--- src/rtl/pipeline_pkg.sv ---
// Shared types for the RV32I execute stage: ALU opcodes, forwarding selects,
// branch conditions, divider FSM states, the D->E register layout and helpers.
package pipeline_pkg;

  localparam int XLEN = 32;

  typedef enum logic [3:0] {
    ALU_ADD  = 4'd0,
    ALU_SUB  = 4'd1,
    ALU_AND  = 4'd2,
    ALU_OR   = 4'd3,
    ALU_XOR  = 4'd4,
    ALU_SLT  = 4'd5,
    ALU_SLTU = 4'd6,
    ALU_SLL  = 4'd7,
    ALU_SRL  = 4'd8,
    ALU_SRA  = 4'd9
  } alu_op_t;

  typedef enum logic [1:0] {
    FWD_RF     = 2'b00,
    FWD_W      = 2'b01,
    FWD_M      = 2'b10,
    FWD_RF_ALT = 2'b11
  } fwd_sel_t;

  localparam logic [2:0] F3_BEQ  = 3'b000;
  localparam logic [2:0] F3_BNE  = 3'b001;
  localparam logic [2:0] F3_BLT  = 3'b100;
  localparam logic [2:0] F3_BGE  = 3'b101;
  localparam logic [2:0] F3_BLTU = 3'b110;
  localparam logic [2:0] F3_BGEU = 3'b111;

  typedef enum logic [1:0] {
    DIV_IDLE = 2'd0,
    DIV_RUN  = 2'd1,
    DIV_DONE = 2'd2
  } div_state_t;

  // An all-zero value of this struct is the pipeline bubble.
  typedef struct packed {
    logic [XLEN-1:0] pc;
    logic [XLEN-1:0] pc_plus4;
    logic [XLEN-1:0] rd1;
    logic [XLEN-1:0] rd2;
    logic [XLEN-1:0] imm;
    logic [4:0]      rs1_addr;
    logic [4:0]      rs2_addr;
    logic [4:0]      rd_addr;
    logic            reg_wr_en;
    logic            dm_wr_en;
    logic            sel_result;
    logic [3:0]      alu_ctrl;
    logic            sel_alu_src;
    logic            branch;
    logic            jump;
    logic            jalr;
    logic [2:0]      funct3;
    logic            mdu;
  } e_reg_t;

  function automatic logic [XLEN-1:0] fwd_mux(input logic [1:0] sel,
                                               input logic [XLEN-1:0] rf,
                                               input logic [XLEN-1:0] w,
                                               input logic [XLEN-1:0] m);
    case (sel)
      FWD_W:   return w;
      FWD_M:   return m;
      default: return rf;
    endcase
  endfunction

  function automatic logic [XLEN-1:0] alu_compute(input logic [3:0] op,
                                                   input logic [XLEN-1:0] a,
                                                   input logic [XLEN-1:0] b);
    case (op)
      ALU_ADD:  return a + b;
      ALU_SUB:  return a - b;
      ALU_AND:  return a & b;
      ALU_OR:   return a | b;
      ALU_XOR:  return a ^ b;
      ALU_SLT:  return {31'd0, $signed(a) < $signed(b)};
      ALU_SLTU: return {31'd0, a < b};
      ALU_SLL:  return a << b[4:0];
      ALU_SRL:  return a >> b[4:0];
      ALU_SRA:  return $signed(a) >>> b[4:0];
      default:  return '0;
    endcase
  endfunction

  function automatic logic branch_taken(input logic [2:0] f3,
                                        input logic [XLEN-1:0] a,
                                        input logic [XLEN-1:0] b);
    case (f3)
      F3_BEQ:  return a == b;
      F3_BNE:  return a != b;
      F3_BLT:  return $signed(a) < $signed(b);
      F3_BGE:  return $signed(a) >= $signed(b);
      F3_BLTU: return a < b;
      F3_BGEU: return a >= b;
      default: return 1'b0;
    endcase
  endfunction

endpackage

--- src/rtl/execute_mdu.sv ---
// M-extension unit: single-cycle multiplies and a 32-step restoring divider.
// Handshake: req is held high while E holds a divide; the result is valid
// while state == DIV_DONE. Multiply results are valid combinationally.
module mdu
  import pipeline_pkg::*;
(
  input  logic             clk,
  input  logic             rst,
  input  logic             abort,
  input  logic             req,
  input  logic [XLEN-1:0]  a,
  input  logic [XLEN-1:0]  b,
  input  logic [2:0]       funct3,
  output div_state_t       state,
  output logic [XLEN-1:0]  result
);

  logic [XLEN-1:0] rem_q, quot_q, div_q;
  logic [4:0]      count_q;
  logic            a_neg_q, b_neg_q, zero_q, rem_sel_q;

  logic            sgn;
  logic [XLEN-1:0] abs_a, abs_b;
  logic [63:0]     a_ext, b_ext, prod;
  logic [XLEN-1:0] mul_result, q_fix, r_fix;

  // One restoring step: shift in the next dividend bit, subtract if it fits.
  function automatic logic [63:0] div_step(input logic [XLEN-1:0] r,
                                           input logic [XLEN-1:0] q,
                                           input logic [XLEN-1:0] d);
    logic [32:0] trial;
    trial = {r, q[31]} - {1'b0, d};
    if (trial[32]) return {r[30:0], q[31], q[30:0], 1'b0};
    else           return {trial[31:0], q[30:0], 1'b1};
  endfunction

  assign sgn   = ~funct3[0];
  assign abs_a = (sgn && a[31]) ? -a : a;
  assign abs_b = (sgn && b[31]) ? -b : b;

  assign a_ext = {{32{a[31] & (funct3[1:0] != 2'b11)}}, a};
  assign b_ext = {{32{b[31] & (funct3[1:0] == 2'b01)}}, b};
  assign prod  = a_ext * b_ext;
  assign mul_result = (funct3[1:0] == 2'b00) ? prod[31:0] : prod[63:32];

  // A zero divisor keeps the all-ones quotient unsigned regardless of sign.
  assign q_fix  = ((a_neg_q ^ b_neg_q) && !zero_q) ? -quot_q : quot_q;
  assign r_fix  = a_neg_q ? -rem_q : rem_q;
  assign result = funct3[2] ? (rem_sel_q ? r_fix : q_fix) : mul_result;

  always_ff @(posedge clk) begin
    if (rst || abort) begin
      state     <= DIV_IDLE;
      rem_q     <= '0;
      quot_q    <= '0;
      div_q     <= '0;
      count_q   <= '0;
      a_neg_q   <= 1'b0;
      b_neg_q   <= 1'b0;
      zero_q    <= 1'b0;
      rem_sel_q <= 1'b0;
    end else begin
      case (state)
        DIV_IDLE: if (req) begin
          {rem_q, quot_q} <= div_step('0, abs_a, abs_b);
          div_q     <= abs_b;
          count_q   <= 5'd1;
          a_neg_q   <= sgn & a[31];
          b_neg_q   <= sgn & b[31];
          zero_q    <= (b == '0);
          rem_sel_q <= funct3[1];
          state     <= DIV_RUN;
        end
        DIV_RUN: begin
          {rem_q, quot_q} <= div_step(rem_q, quot_q, div_q);
          count_q <= count_q + 5'd1;
          if (count_q == 5'd31) state <= DIV_DONE;
        end
        default: state <= DIV_IDLE;
      endcase
    end
  end

endmodule

--- src/rtl/execute.sv ---
// RV32I execute stage: D->E register, forwarding, ALU, branch resolution.
// Define RV_MDU_EN to build the M-extension unit with its stalling divider.
module execute
  import pipeline_pkg::*;
(
  input  logic             clk,
  input  logic             rst,
  input  logic             i_flush_E,
  input  logic [XLEN-1:0]  i_pc_D,
  input  logic [XLEN-1:0]  i_pc_plus4_D,
  input  logic [XLEN-1:0]  i_rd1_D,
  input  logic [XLEN-1:0]  i_rd2_D,
  input  logic [XLEN-1:0]  i_imm_ext_D,
  input  logic [4:0]       i_rs1_addr_D,
  input  logic [4:0]       i_rs2_addr_D,
  input  logic [4:0]       i_register_file_wr_addr_D,
  input  logic             i_register_file_wr_en_D,
  input  logic             i_data_memory_wr_en_D,
  input  logic             i_sel_result_D,
  input  logic [3:0]       i_ALU_control_D,
  input  logic             i_sel_ALU_src_D,
  input  logic             i_branch_D,
  input  logic             i_jump_D,
  input  logic             i_jalr_D,
  input  logic [2:0]       i_funct3_D,
  input  logic             i_mdu_D,
  input  logic [1:0]       i_forward_a_E,
  input  logic [1:0]       i_forward_b_E,
  input  logic [XLEN-1:0]  i_result_W,
  input  logic [XLEN-1:0]  i_ALU_output_M,
  output logic [XLEN-1:0]  o_ALU_output_E,
  output logic [XLEN-1:0]  o_wr_data_E,
  output logic [XLEN-1:0]  o_pc_target_E,
  output logic [4:0]       o_register_file_wr_addr_E,
  output logic [4:0]       o_rs1_addr_E,
  output logic [4:0]       o_rs2_addr_E,
  output logic             o_register_file_wr_en_E,
  output logic             o_data_memory_wr_en_E,
  output logic             o_sel_result_E,
  output logic             o_pc_src_E,
  output logic             o_busy_E
);

  e_reg_t          e_q, e_d;
  logic            busy;
  logic [XLEN-1:0] src_a, fwd_b, src_b, alu_result, exec_result, target_base;

  always_comb begin
    e_d             = '0;
    e_d.pc          = i_pc_D;
    e_d.pc_plus4    = i_pc_plus4_D;
    e_d.rd1         = i_rd1_D;
    e_d.rd2         = i_rd2_D;
    e_d.imm         = i_imm_ext_D;
    e_d.rs1_addr    = i_rs1_addr_D;
    e_d.rs2_addr    = i_rs2_addr_D;
    e_d.rd_addr     = i_register_file_wr_addr_D;
    e_d.reg_wr_en   = i_register_file_wr_en_D;
    e_d.dm_wr_en    = i_data_memory_wr_en_D;
    e_d.sel_result  = i_sel_result_D;
    e_d.alu_ctrl    = i_ALU_control_D;
    e_d.sel_alu_src = i_sel_ALU_src_D;
    e_d.branch      = i_branch_D;
    e_d.jump        = i_jump_D;
    e_d.jalr        = i_jalr_D;
    e_d.funct3      = i_funct3_D;
    e_d.mdu         = i_mdu_D;
  end

  // Flush wins over the divide hold so a squashed divide never completes.
  always_ff @(posedge clk) begin
    if (rst || i_flush_E) e_q <= '0;
    else if (!busy)       e_q <= e_d;
  end

  assign src_a      = fwd_mux(i_forward_a_E, e_q.rd1, i_result_W, i_ALU_output_M);
  assign fwd_b      = fwd_mux(i_forward_b_E, e_q.rd2, i_result_W, i_ALU_output_M);
  assign src_b      = e_q.sel_alu_src ? e_q.imm : fwd_b;
  assign alu_result = alu_compute(e_q.alu_ctrl, src_a, src_b);

`ifdef RV_MDU_EN
  div_state_t      mdu_state;
  logic [XLEN-1:0] mdu_result;
  logic            div_req;

  assign div_req = e_q.mdu & e_q.funct3[2];

  mdu u_mdu (
    .clk    (clk),
    .rst    (rst),
    .abort  (i_flush_E),
    .req    (div_req),
    .a      (src_a),
    .b      (fwd_b),
    .funct3 (e_q.funct3),
    .state  (mdu_state),
    .result (mdu_result)
  );

  assign busy        = div_req & (mdu_state != DIV_DONE);
  assign exec_result = e_q.mdu ? mdu_result : alu_result;
`else
  logic unused_mdu;
  assign unused_mdu  = e_q.mdu;
  assign busy        = 1'b0;
  assign exec_result = alu_result;
`endif

  assign target_base = e_q.jalr ? src_a : e_q.pc;
  assign o_pc_target_E = (target_base + e_q.imm) & ~{{(XLEN-1){1'b0}}, e_q.jalr};

  assign o_ALU_output_E            = e_q.jump ? e_q.pc_plus4 : exec_result;
  assign o_wr_data_E               = fwd_b;
  assign o_register_file_wr_addr_E = e_q.rd_addr;
  assign o_rs1_addr_E              = e_q.rs1_addr;
  assign o_rs2_addr_E              = e_q.rs2_addr;
  assign o_sel_result_E            = e_q.sel_result;
  assign o_register_file_wr_en_E   = e_q.reg_wr_en & ~busy;
  assign o_data_memory_wr_en_E     = e_q.dm_wr_en & ~busy;
  assign o_pc_src_E = (e_q.jump | (e_q.branch & branch_taken(e_q.funct3, src_a, fwd_b))) & ~busy;
  assign o_busy_E   = busy;

endmodule

--- config.mk ---
export PLATFORM = sky130hd
export DESIGN_NAME = execute
export DESIGN_NICKNAME = d
export VERILOG_FILES = /design/src/rtl/pipeline_pkg.sv /design/src/rtl/execute_mdu.sv /design/src/rtl/execute.sv
export SDC_FILE = /design/constraint.sdc
export NUM_CORES = 1
export LEC_CHECK = 0
export ABC_AREA = 0
export CAP_MARGIN = 10
export CELL_PAD_IN_SITES_DETAIL_PLACEMENT = 2
export CELL_PAD_IN_SITES_GLOBAL_PLACEMENT = 2
export CORE_MARGIN = 10
export CORE_UTILIZATION = 33
export CTS_BUF_LIST = sky130_fd_sc_hd__clkbuf_4 sky130_fd_sc_hd__clkbuf_8
export CTS_CLUSTER_SIZE = 30
export DETAILED_ROUTE_END_ITERATION = 12
export GPL_ROUTABILITY_DRIVEN = 0
export PLACE_DENSITY = 0.9
export SYNTH_ARGS = -nofsm -noshare
export SYNTH_HDL_FRONTEND = slang
export SYNTH_HIERARCHICAL = 1
export SYNTH_SLANG_ARGS = --single-unit
export TNS_END_PERCENT = 10
--- constraint.sdc ---
create_clock -name clk -period 14.88 [get_ports clk]
set_input_delay 2.976 -clock clk [delete_from_list [all_inputs] [get_ports clk]]
set_output_delay 2.976 -clock clk [all_outputs]
set_load 0.1 [all_outputs]
* Yosys cells after proc, flatten, opt, wreduce, memory -nomap -nowiden
Index checks and enable logic that the tools add are counted.
Word-level totals: flip-flop bits (word level) 189, bits in latches 0, memory bits (writable) 0, bits in read-only memories 0, bits of input ports 261, output and inout port bits 116, word-level logic and storage cells 66, memories 0
Cells by class: add/sub/neg operators 3, multipliers 0, divide/modulo/power cells 0, order comparisons 6, equality and inequality tests 20, shift-type cells 3, multiplexer cells 7, bitwise operators 7, reductions and logical operators 3
Operators by type and width (count):
- 32-bit one-hot mux with 10 select lines | 1
- 32-bit less-than comparator | 4
- 32-bit one-hot mux with 2 select lines | 2
- 32-bit two-way mux | 3
- 32-bit adder | 2
- 32-bit AND | 2
- 32-bit >= comparator | 2
- 32-bit equality test | 1
- 32-bit inequality test | 1
- 1-bit inverter with 32-bit output | 1
- 32-bit bitwise OR | 1
- 32-bit by 5-bit left shift with 32-bit output | 1
- 32-bit by 5-bit right shift with 32-bit output | 1
- 32-bit by 5-bit >>> shifter with 32-bit output | 1
- 32-bit subtractor | 1
- 32-bit XOR | 1
- 4-bit by 3-bit equality test with 1-bit output, second input constant | 4
- 3-bit equality test, second input constant | 4
- 4-bit by 2-bit equality test with 1-bit output, second input constant | 2
- 4-bit equality test, second input constant | 2
- 1-bit one-hot mux with 6 select lines | 1
- 2-bit by 1-bit equality test with 1-bit output, second input constant | 2
- 2-bit equality test, second input constant | 2
- 4-bit by 1-bit equality test with 1-bit output, second input constant | 1
- other kinds (6) | 6

* Longest topological paths before layout
Gate-level depths: netlist of the first run.
depth after elaboration 6, mapped depth 20

* Least setup slack after synthesis of the first run
No wires, ideal clock.
path type input -> output, start point input i_forward_b_E[0], end point output o_ALU_output_E[13], data arrival time 8.487 ns, required time 11.904 ns, path slack 3.417 ns, cell stages on the path 19, buffers on the path 5, cell sequence inv_1 > ha_1 > buf_6 > a221o_1 > a31oi_1 > buf_2 > buf_2 > buf_2 > ha_1 > clkbuf_1 > and3b_1 > a21boi_0 > o311ai_1 > a31o_2 > nand2_1 > o21ai_0 > xnor2_1 > a2111oi_0 > o21ai_0
Between the ends: cells in the longest elaborated chain, start to end 6, elaborated cells between the ends (all ways) 14
Ends and longest elaborated chain:
- start: declaration | RTL line execute.sv:28 | input logic [1:0] i_forward_b_E,
- 2-bit equality test / 2-bit by 1-bit equality test with 1-bit output (equally long branches) | RTL line pipeline_pkg.sv:66 | case (sel)
- 32-bit one-hot mux with 2 select lines (*) | RTL line pipeline_pkg.sv:66
- 32-bit two-way mux (*) | RTL line execute.sv:78 | assign src_b = e_q.sel_alu_src ? e_q.imm : fwd_b;
- 32-bit subtractor, or another cell as far along | RTL line pipeline_pkg.sv:78 | ALU_SUB: return a - b;
- 32-bit one-hot mux with 10 select lines (*) | RTL line pipeline_pkg.sv:76 | case (op)
- 32-bit two-way mux (*) | RTL line execute.sv:112 | assign o_ALU_output_E = e_q.jump ? e_q.pc_plus4 : exec_result;
- end: declaration | RTL line execute.sv:31 | output logic [XLEN-1:0] o_ALU_output_E,
Mark *: on every way between the ends. The rest lies on a longest branch, timed or not.

* Worst setup path after layout of the first run
start point input i_forward_a_E[0], end point output o_pc_target_E[28]
Between the ends: cells in the longest elaborated chain, start to end 5, elaborated cells between the ends (all ways) 6
Ends and longest elaborated chain:
- start: declaration | RTL line execute.sv:27 | input logic [1:0] i_forward_a_E,
- 2-bit equality test / 2-bit by 1-bit equality test with 1-bit output (equally long branches) | RTL line pipeline_pkg.sv:66
- 32-bit one-hot mux with 2 select lines (*) | RTL line pipeline_pkg.sv:66
- 32-bit two-way mux (*) | RTL line execute.sv:109 | assign target_base = e_q.jalr ? src_a : e_q.pc;
- 32-bit adder (*) | RTL line execute.sv:110 | assign o_pc_target_E = (target_base + e_q.imm) & ~{{(XLEN-1){1'b0}}, e_q.jalr};
- 32-bit AND (*) | RTL line execute.sv:110
- end: declaration | RTL line execute.sv:33 | output logic [XLEN-1:0] o_pc_target_E,
Marks and branches as above.

==> impl_metrics.tcl, run 1 <==
set metrics [dict create \
    met2_usage 0.5352 \
    cp-endpoint "o_pc_target_E[28]" \
    cp_data_required_time_ns 11.90 \
    cts_tree "built" \
    finalCriticalPeriod_ns 13.83 \
    tns_ns 0 \
    die_height_um 259.6 \
    ys.flop_type "dfxtp_1" \
    grt_overflow_total 0 \
    path_cells "clkdlybuf4s50_1 > inv_1 > ha_1 > buf_4 > inv_1 > o21ai_1 > inv_1 > mux2_2 > ha_1 > a21oi_1 > o221ai_1 > a21oi_1 > o2111ai_1 > a311oi_1 > o21ai_1 > a31o_2 > a21oi_1 > xnor2_1 > clkdlybuf4s50_1" \
    use_met1 0.3726 \
    drive_gt1_frac 0.06613 \
    peakVddDrop_mv 0.07256 \
    dp_hpwl_um 89150 \
    ys_ff_latch 189 \
    synth-edff-count 0 \
    finalSetupViolCount 0 \
    htree_levels 4 \
    path_clk_slew_ns 0.12 \
    top_usage_layer "met2" \
    clock_sinks 189 \
    grt_max_degree 120 \
    ctsLongestPathBuffers 2 \
    drtIter0Drc 2404 \
    root_buffer "clkbuf_8" \
    p_leak_nw 9.870 \
    initial_utilization 0.3346 \
    rsz0062_at_grt "false" \
    timing_hold_violations_final 0 \
    grt_pass1_vias 24100 \
    yosys_warnings 6 \
    finalPower_mw 2.446 \
    worst_pin_slew_ns 1.199 \
    grt_antenna_before_repair 11 \
    path_max_fanout 45 \
    fp-row-count 87 \
    synth.lib_cells_used.distinct 98 \
    yosysSeqAreaShare 0.1998 \
    design.portCount 377 \
    maxSlewHeadroom 0.1979 \
    grt_pass1_wl_um 165600 \
    critPathSlowestCell "clkdlybuf4s50_1" \
    drtAntennaViolNets 0 \
    synthArstFlopShare 0 \
    final_cell_mix "clkdlybuf4s50_1 (374), nor2_1 (210), and2_1 (199)" \
    syn-cell-area_mm2 0.01894 \
    cts_buffers 17 \
    route.detailed.drc 0 \
    cp.arrival_ns 10.86 \
    cts_hold_buffers 0 \
    grtUsageTotal 0.3270 \
    detail_route.wl_per_cell_um 32.77 \
    io_buffers 374 \
    drt-vias-per-instance 6.338 \
    drt-pass1-iter-count 5 \
    slowest_delay_ns 1.23 \
    synth.avg_cell_area_um2 7.640 \
    vias 22290 \
    fmax_ghz 0.07230 \
    hold_path_class "input port to flip-flop" \
    postSynthCellCount 2479 \
    postCtsSetupBuffers 0 \
    cp-startpoint "i_forward_a_E[0]" \
    maxSlewViolCount 0 \
    critPathKind "input port to output pin" \
    ctsResizeCount 0 \
    core_mm2 0.05660 \
    final.fill_count 6442 \
    maxCapViolCount 0 \
    end_kind "output pin" \
    met3_usage 0.08851 \
    drt_wl_total_um 115300 \
    power.density_mw_per_mm2 103.8 \
    status "finished clean" \
    cp-start-kind "input port" \
    final_common_cell "clkdlybuf4s50_1" \
    syn_nets 2917 \
    fp.dieArea_mm2 0.06738 \
    timing.final.crit_share 0.9296 \
    area_growth_pct 24.47 \
    die_x_um 259.6 \
    nets 3178 \
]
## power by group
group	internal, mW	total (mW)	switching, mW
sequential	0.526	0.540	0.0137
combinational	0.451	1.55	1.10
clock	0.124	0.358	0.234
## final cells by class
class                   instances  area [µm²]  share of cell area
diodes                          9       22.52           0.0009553
clock buffers                  18       241.5             0.01024
clock inverters                13       130.1            0.005520
inverters                     145       559.3             0.02372
multi-input cells            1960       13750              0.5832
flip-flops and latches        189        3785              0.1605
well taps                     756       945.9             0.04012
repair buffers                427        4141              0.1757
## sequential cells by signal, summed over array words and instances (netlist names)
register,count
e_q,171
o_register_file_wr_addr_E,5
o_rs1_addr_E,5
o_rs2_addr_E,5
o_data_memory_wr_en_E,1
o_register_file_wr_en_E,1
o_sel_result_E,1
## worst min path at each step
stage                         start               to  slack (ns)  cells after the start
floorplan                i_rd1_D[6]         e_q[100]        3.10                      1
global placement    i_rs2_addr_D[0]  o_rs2_addr_E[0]        3.54                      2
detailed placement       i_pc_D[21]         e_q[179]        3.55                      2
CTS                      i_pc_D[21]         e_q[179]        2.91                      2
global route             i_pc_D[25]         e_q[183]        2.92                      2
finish                   i_pc_D[21]         e_q[179]        2.93                      2
## cell usage after synthesis, types with 31 or more instances
cell / n / share of area
nor2_1: 211 / 0.042
and2_1: 199 / 0.066
dfxtp_1: 189 / 0.20
nand2_1: 187 / 0.037
ha_1: 174 / 0.11
a21oi_1: 168 / 0.044
inv_1: 138 / 0.027
mux2i_1: 138 / 0.073
o21ai_0: 135 / 0.036
clkbuf_1: 99 / 0.020
a22oi_1: 63 / 0.025
xnor2_1: 46 / 0.021
nor3_1: 45 / 0.012
mux2_2: 42 / 0.025
o21ai_1: 37 / 0.0098
a21o_1: 33 / 0.013
buf_2: 33 / 0.0087
nand3_1: 33 / 0.0087
a211oi_1: 31 / 0.012
## metrics by stage
stage | hold WS, ns | setup WS [ns] | instance area, µm² | utilization | cells
final | 2.931 | 1.048 | 23580 | 0.4165 | 3517
after floorplan | 3.098 | 3.417 | 18940 | - | 2479
after global placement | 3.542 | 1.827 | 23180 | 0.4095 | 3477
after global routing | 2.917 | 1.036 | 23570 | 0.4164 | 3515
after detailed placement | 3.550 | 1.401 | 23180 | 0.4095 | 3477
after CTS | 2.915 | 1.321 | 23550 | 0.4161 | 3508
## kinds of logic after synthesis
| kind of cell | share of synthesized area |
|---|---|
| adder cells (fa/ha/maj) | 0.1181 |
| multiplexers | 0.1032 |
| AO/OA/AOI/OAI | 0.2680 |
| XOR/XNOR | 0.02636 |
| other | 0.0001980 |
| flip-flops | 0.1998 |
| buffers and inverters | 0.07775 |
| AND/OR/NAND/NOR | 0.2066 |
## critical path, delay by kind of cell
| kind | cells | cell delay (ns) |
|---|---|---|
| buffers and inverters | 6 | 3.10 |
| adder cells (fa/ha/maj) | 2 | 0.62 |
| multiplexers | 1 | 0.36 |
| XOR/XNOR | 1 | 0.19 |
| AO/OA/AOI/OAI | 9 | 3.54 |
## layer usage
metal / vias up / wire (µm)
li1: 9441 / -
met4: 6 / 8275
met3: 377 / 10870
met1: 11070 / 43220
met2: 1400 / 52840
met5: - / 47
No activity file was read; power rests on OpenSTA's default activity.
==> run 2: changes to the inputs <==
--- a/config.mk
+++ b/config.mk
@@ -6,7 +6,6 @@
 export NUM_CORES = 1
 export LEC_CHECK = 0
 export ABC_AREA = 0
-export CAP_MARGIN = 10
 export CELL_PAD_IN_SITES_DETAIL_PLACEMENT = 2
 export CELL_PAD_IN_SITES_GLOBAL_PLACEMENT = 2
 export CORE_MARGIN = 10
==> results of run 2 <==
The final DEF is identical to that of run 1; final timing and power are the same.
